## src/rtl/mem_stage.sv

```systemverilog
// Memory-access stage: drives the req/gnt/rvalid data bus, aligns load data and holds the MEM/WB register.
// Optional misaligned-access exception enabled by defining MEM_MISALIGN_EXP_EN.
module mem_stage #(
  parameter int XLEN          = 32,
  parameter int RF_ADDR_WIDTH = 5
) (
  input  logic                     clk,
  input  logic                     rst,
  input  logic                     pipe_flush,
  input  logic                     mem_valid,
  input  logic                     mem_re,
  input  logic                     mem_we,
  input  logic [XLEN-1:0]          mem_addr,
  input  logic [4:0]               mem_l_mask,
  input  logic [3:0]               mem_byte_we,
  input  logic [XLEN-1:0]          mem_wdata,
  input  logic                     mem_req_rf,
  input  logic [RF_ADDR_WIDTH-1:0] mem_rf_waddr,
  input  logic [XLEN-1:0]          mem_alu_res,
  output logic                     dbus_req,
  output logic                     dbus_we,
  output logic [XLEN-1:0]          dbus_addr,
  output logic [3:0]               dbus_be,
  output logic [XLEN-1:0]          dbus_wdata,
  input  logic                     dbus_gnt,
  input  logic                     dbus_rvalid,
  input  logic [XLEN-1:0]          dbus_rdata,
  output logic                     mem_stall,
  output logic                     mem_exp_flag,
  output logic [RF_ADDR_WIDTH-1:0] mem_fw_rd_addr,
  output logic [XLEN-1:0]          mem_fw_data,
  output logic                     wb_valid,
  output logic                     wb_req_rf,
  output logic [RF_ADDR_WIDTH-1:0] wb_rf_waddr,
  output logic [XLEN-1:0]          wb_rf_wdata
);

  typedef enum logic [1:0] {IDLE, WAIT_GNT, WAIT_RSP, DRAIN} state_e;

  state_e                   state_q, state_d;
  logic                     wb_valid_q, wb_req_rf_q;
  logic [RF_ADDR_WIDTH-1:0] wb_rf_waddr_q;
  logic [XLEN-1:0]          wb_rf_wdata_q;

  logic [2:0]      st_lanes;
  logic            misalign;
  logic            access;
  logic            wb_commit;
  logic [XLEN-1:0] load_data;

  function automatic logic [2:0] lane_cnt(input logic [3:0] be);
    return {2'b00, be[0]} + {2'b00, be[1]} + {2'b00, be[2]} + {2'b00, be[3]};
  endfunction

  function automatic logic [XLEN-1:0] load_extract(input logic [XLEN-1:0] rdata,
                                                   input logic [1:0]      off,
                                                   input logic [4:0]      lmask);
    logic [7:0]  b;
    logic [15:0] h;
    b = rdata[{off, 3'b000} +: 8];
    h = off[1] ? rdata[31:16] : rdata[15:0];
    case (lmask)
      5'b00001: return {{(XLEN-8){b[7]}}, b};
      5'b00010: return {{(XLEN-16){h[15]}}, h};
      5'b00100: return rdata;
      5'b01000: return {{(XLEN-8){1'b0}}, b};
      5'b10000: return {{(XLEN-16){1'b0}}, h};
      default:  return rdata;
    endcase
  endfunction

  // Store size is inferred from how many byte lanes EX enabled.
  function automatic logic [XLEN-1:0] store_replicate(input logic [XLEN-1:0] wdata,
                                                      input logic [2:0]      lanes);
    if (lanes == 3'd1)      return {4{wdata[7:0]}};
    else if (lanes == 3'd2) return {2{wdata[15:0]}};
    else                    return wdata;
  endfunction

  assign st_lanes = lane_cnt(mem_byte_we);

`ifdef MEM_MISALIGN_EXP_EN
  logic ld_half, ld_word;
  assign ld_half  = mem_l_mask[1] | mem_l_mask[4];
  assign ld_word  = mem_l_mask[2];
  assign misalign = mem_valid &
                    ((mem_re & ((ld_half & mem_addr[0]) | (ld_word & (|mem_addr[1:0])))) |
                     (mem_we & (((st_lanes == 3'd2) & mem_addr[0]) |
                                ((st_lanes == 3'd4) & (|mem_addr[1:0])))));
`else
  assign misalign = 1'b0;
`endif

  assign access    = mem_valid & (mem_re | mem_we) & ~misalign;
  assign wb_commit = mem_valid & ~pipe_flush & ~misalign;
  assign load_data = load_extract(dbus_rdata, mem_addr[1:0], mem_l_mask);

  assign mem_exp_flag   = misalign;
  assign dbus_we        = mem_we;
  assign dbus_addr      = {mem_addr[XLEN-1:2], 2'b00};
  assign dbus_be        = mem_byte_we;
  assign dbus_wdata     = store_replicate(mem_wdata, st_lanes);
  assign mem_fw_rd_addr = mem_rf_waddr;
  assign mem_fw_data    = mem_alu_res;

  // Stall covers every cycle of an access except the one where rvalid completes it.
  always_comb begin
    state_d   = state_q;
    dbus_req  = 1'b0;
    mem_stall = 1'b0;
    case (state_q)
      IDLE: begin
        if (access && !pipe_flush) begin
          dbus_req  = 1'b1;
          mem_stall = 1'b1;
          state_d   = dbus_gnt ? WAIT_RSP : WAIT_GNT;
        end
      end
      WAIT_GNT: begin
        if (pipe_flush) begin
          state_d = IDLE;
        end else begin
          dbus_req  = 1'b1;
          mem_stall = 1'b1;
          if (dbus_gnt) state_d = WAIT_RSP;
        end
      end
      WAIT_RSP: begin
        if (dbus_rvalid) begin
          state_d = IDLE;
        end else begin
          mem_stall = 1'b1;
          if (pipe_flush) state_d = DRAIN;
        end
      end
      DRAIN: begin
        mem_stall = 1'b1;
        if (dbus_rvalid) state_d = IDLE;
      end
      default: state_d = IDLE;
    endcase
  end

  // MEM/WB boundary
  always_ff @(posedge clk or posedge rst) begin
    if (rst) begin
      state_q       <= IDLE;
      wb_valid_q    <= 1'b0;
      wb_req_rf_q   <= 1'b0;
      wb_rf_waddr_q <= '0;
      wb_rf_wdata_q <= '0;
    end else begin
      state_q <= state_d;
      if (!mem_stall) begin
        wb_valid_q    <= wb_commit;
        wb_req_rf_q   <= mem_req_rf & wb_commit;
        wb_rf_waddr_q <= mem_rf_waddr;
        wb_rf_wdata_q <= mem_re ? load_data : mem_alu_res;
      end else begin
        wb_valid_q  <= 1'b0;
        wb_req_rf_q <= 1'b0;
      end
    end
  end

  assign wb_valid    = wb_valid_q;
  assign wb_req_rf   = wb_req_rf_q;
  assign wb_rf_waddr = wb_rf_waddr_q;
  assign wb_rf_wdata = wb_rf_wdata_q;

endmodule

```

## config.mk

```make
export PLATFORM = sky130hd
export DESIGN_NAME = mem_stage
export DESIGN_NICKNAME = d
export VERILOG_FILES = /design/src/rtl/mem_stage.sv
export SDC_FILE = /design/constraint.sdc
export NUM_CORES = 1
export LEC_CHECK = 0
export ABC_AREA = 1
export CAP_MARGIN = 20
export CORE_AREA = 2 2 115 117
export CTS_BUF_LIST = sky130_fd_sc_hd__clkbuf_4 sky130_fd_sc_hd__clkbuf_8
export DETAILED_ROUTE_END_ITERATION = 12
export DIE_AREA = 0 0 117 119
export GPL_TIMING_DRIVEN = 0
export PLACE_DENSITY = 0.75
export SYNTH_ARGS = -nofsm -noshare
export SYNTH_HDL_FRONTEND = slang
export SYNTH_SLANG_ARGS = --single-unit
```

## constraint.sdc

```tcl
create_clock -name clk -period 4.8 [get_ports clk]
set_clock_uncertainty 0.15 [all_clocks]
set_input_delay 1.2 -clock clk [delete_from_list [all_inputs] [get_ports clk]]
set_output_delay 1.2 -clock clk [all_outputs]
set_load 0.05 [all_outputs]
```

==> impl_metrics.csv <==
group,metric,value,unit
routing,ant_nets,0,
power,p_leak,3.36,nW
power,swShare,0.549,
synth,synth_compound_area_frac,0.105,
status,status,"completed",
routing,wl_per_cell,14.0,um
cts,cts_buffers,5,
cts,cts_root_buf,"clkbuf_8",
routing,drtIter0Drc,329,
routing,routed_wirelength,15000,um
layout,regArea,1030,um2
setup_path,endpoint_kind,"primary output",
synth,yosysSeqAreaShare,0.265,
routing,drc_errors,0,
synth,ys_seq_elements,41,
sta,worst_slew_pin_slew,0.878,ns
power,p_total,3.42,mW
setup_path,critPathLaunchType,"input port",
global_route,antenna_found_initial,0,
cts,clk_pin_slew,0.09,ns
layout,diodes,0,
synth,yosys.area_share.simple,0.376,
synth,postSynthCellCount,613,
layout,post-route-util,0.539,
routing,viasPerCell,4.53,
setup_path,worst_ep_arrival_time,3.35,ns
cts,clock_path_buffers,2,
power,ir_drop,0.000277,V
synth,synth-xor-area-share,0,
layout,area_delta_synth_final,79.1,%
setup_path,critPathKind,"in2out",
floorplanning,rows,42,
synth,synth.area.top_cells,"dfrtp_1, nand2_1, buf_4",
placement,gp_congestion,0.946,
placement,hpwlAfterDp,12500,um
sta,relSlewSlack,0.414,
setup_path,path_max_fanout,6,
floorplanning,die_x,117,um
power,pwr-share-clk,0.084,
floorplanning,core,12900,um2
layout,fin_nets,1045,
layout,multi_input_area,1960,um2
cts,clk_latency,0.30,ns
sta,finalCritPeriodShare,0.978,
floorplanning,die_area,13900,um2
floorplanning,die_height,119,um
global_route,grt_usage,0.210,
sta,slew_viol_final,0,
power,p_comb_frac,0.735,
synth,yosys_warnings,0,
placement,portBuffers,265,
cts,ctsHtreeMaxLevel,2,
synth,synth_top_family_by_area,"simple AND/OR/NAND/NOR gates",
job,maxCapViolations,0,
synth,synthAdderAreaFrac,0.0116,
synth,synth_area,3870,um2
layout,fillers,1265,
layout,drive_above_1_share,0.188,
synth,syn_avg_cell_area,6.32,um2
power,seq_power_share,0.181,
power,switchingPower,1.88,mW
floorplanning,start_util,0.301,
global_route,overflow,0,
sta,fmax,213,MHz
cts,clock-sinks,41,
floorplanning,io_pins,299,
synth,synth_top_area_cell,"dfrtp_1",
routing,vias,4843,
global_route,grt_pass1_wl,23100,um
cts,cts_tree,"yes",
sta,report.final.hold_viol_count,0,
synth,ys_types,28,
power,power_density,492,nW/um2
synth,netlist.area_leader.share,0.265,
sta,worst_hold_slack,0.329,ns
global_route,grt_pass1_vias,4640,
global_route,grt_max_degree,42,
cts,holdBufCountCts,0,
sta,report.final.setup_viol,0,
power,internal_power,1.54,mW
setup_path,worstPathRequired,3.45,ns
routing,firstDrtPassIters,6,
sta,fin_crit,4.70,ns
synth,yosys-mux-area-fraction,0,
min_path,hp-class,"reg2reg",
state kept, by name, indices dropped and copies added, names as in the netlist:
register / count
wb_rf_wdata: 32
wb_rf_waddr: 5
wb_req_rf: 1
wb_valid: 1
state_q: 2
per-layer routing:
layer	global-route usage	wire, um	up-vias
met4	0.0463	256	0
met2	0.346	7270	201
met1	0.290	6540	2203
li1	-	-	2417
met5	0	0	-
met3	0.0290	897	22
path summary, 6_finish.rpt:
| check | start | to | slack [ns] | cells past startpoint |
|---|---|---|---|---|
| max | mem_byte_we[1] | dbus_wdata[24] | 0.10 | 15 |
| min | wb_rf_waddr[3] | wb_rf_waddr[3] | 0.33 | 2 |
| max reg2reg | state_q[0] | wb_rf_wdata[26] | 2.99 | 9 |
| min reg2reg | wb_rf_waddr[3] | wb_rf_waddr[3] | 0.33 | 2 |
| max in group asynchronous | rst | wb_rf_wdata[6] | 2.69 | 2 |
| min in group asynchronous | rst | wb_valid | 1.25 | 2 |
cell families (layout without fill, tap and decap cells):
group / count (synthesis) / in the layout
fa+ha+maj: 3 / 3
other cells: 1 / 3
flops: 41 / 41
compound gates: 72 / 72
buf+inv: 149 / 426
simple gates: 347 / 347
worst max-delay path: stages:
cell	delay (ns)
dlygate4sd2_1	0.22
inv_1	0.06
fa_1	0.51
inv_1	0.05
ha_2	0.17
ha_4	0.27
inv_1	0.04
nor2_2	0.10
nand2_2	0.08
nand2_4	0.11
buf_4	0.13
o21ai_0	0.07
o21ai_0	0.07
nand2_1	0.08
buf_4	0.19
power groups by stage:
stage                     clock [mW]  combinational, mW  sequential (mW)
final                          0.289               2.51            0.618
after floorplan                    0               1.08             1.19
after detailed placement           0               2.48            0.622
after global placement             0               2.46            0.619
after CTS                      0.299               2.50            0.620
after global routing           0.314               2.69            0.640
synth_stat cells (all sizes together):
cell type / instances
ha: 2
fa: 1
nand2: 200
nand4: 1
o21ai: 40
nor2: 75
a22oi: 7
a21oi: 16
dfrtp: 41
conb: 1
or2: 2
inv: 42
clkinv: 1
nor3: 1
buf: 99
nand3: 68
o211ai: 8
o21a: 1
clkbuf: 7
placed cells by master (no fill, tap or decap), drive strengths merged:
master,instances
clkdlybuf4s50,237
nand2,200
buf,126
nor2,75
nand3,68
inv,42
dfrtp,41
o21ai,40
a21oi,16
clkbuf,12
o211ai,8
a22oi,7
conb,3
clkdlybuf4s15,3
or2,2
clkinv,2
dlygate4sd2,2
ha,2
o21a,1
nand4,1
nor3,1
fa,1
clkinvlp,1
bufinv,1
stage by stage:
step | cell area [um2] | instances | setup slack [ns] | TNS (ns)
finish | 6940 | 1068 | 0.104 | 0
global route | 6940 | 1068 | -0.0111 | -0.0111
global placement | 6760 | 1056 | -1.08 | -22.90
CTS | 6880 | 1066 | 0.0146 | 0
detailed placement | 6760 | 1056 | -1.11 | -23.31
floorplan | 3880 | 615 | -0.269 | -2.12
what timing repair did:
item                                    CTS  global route
endpoints found under the hold margin     0             0
resized for setup                       175            18
gates cloned                              1             0
buffers inserted                          1             2
pin swaps                                 6             8
endpoints found under the setup margin   25            25
final cells by class:
| cell class | count | area share |
|---|---|---|
| clock buffer | 5 | 0.00992 |
| multi-input combinational | 425 | 0.282 |
| clock inverter | 3 | 0.00667 |
| inverter | 43 | 0.0243 |
| timing repair buffer | 269 | 0.383 |
| buffer | 106 | 0.115 |
| sequential | 41 | 0.148 |
| tap | 176 | 0.0317 |
(Power assumes the default switching activity.)
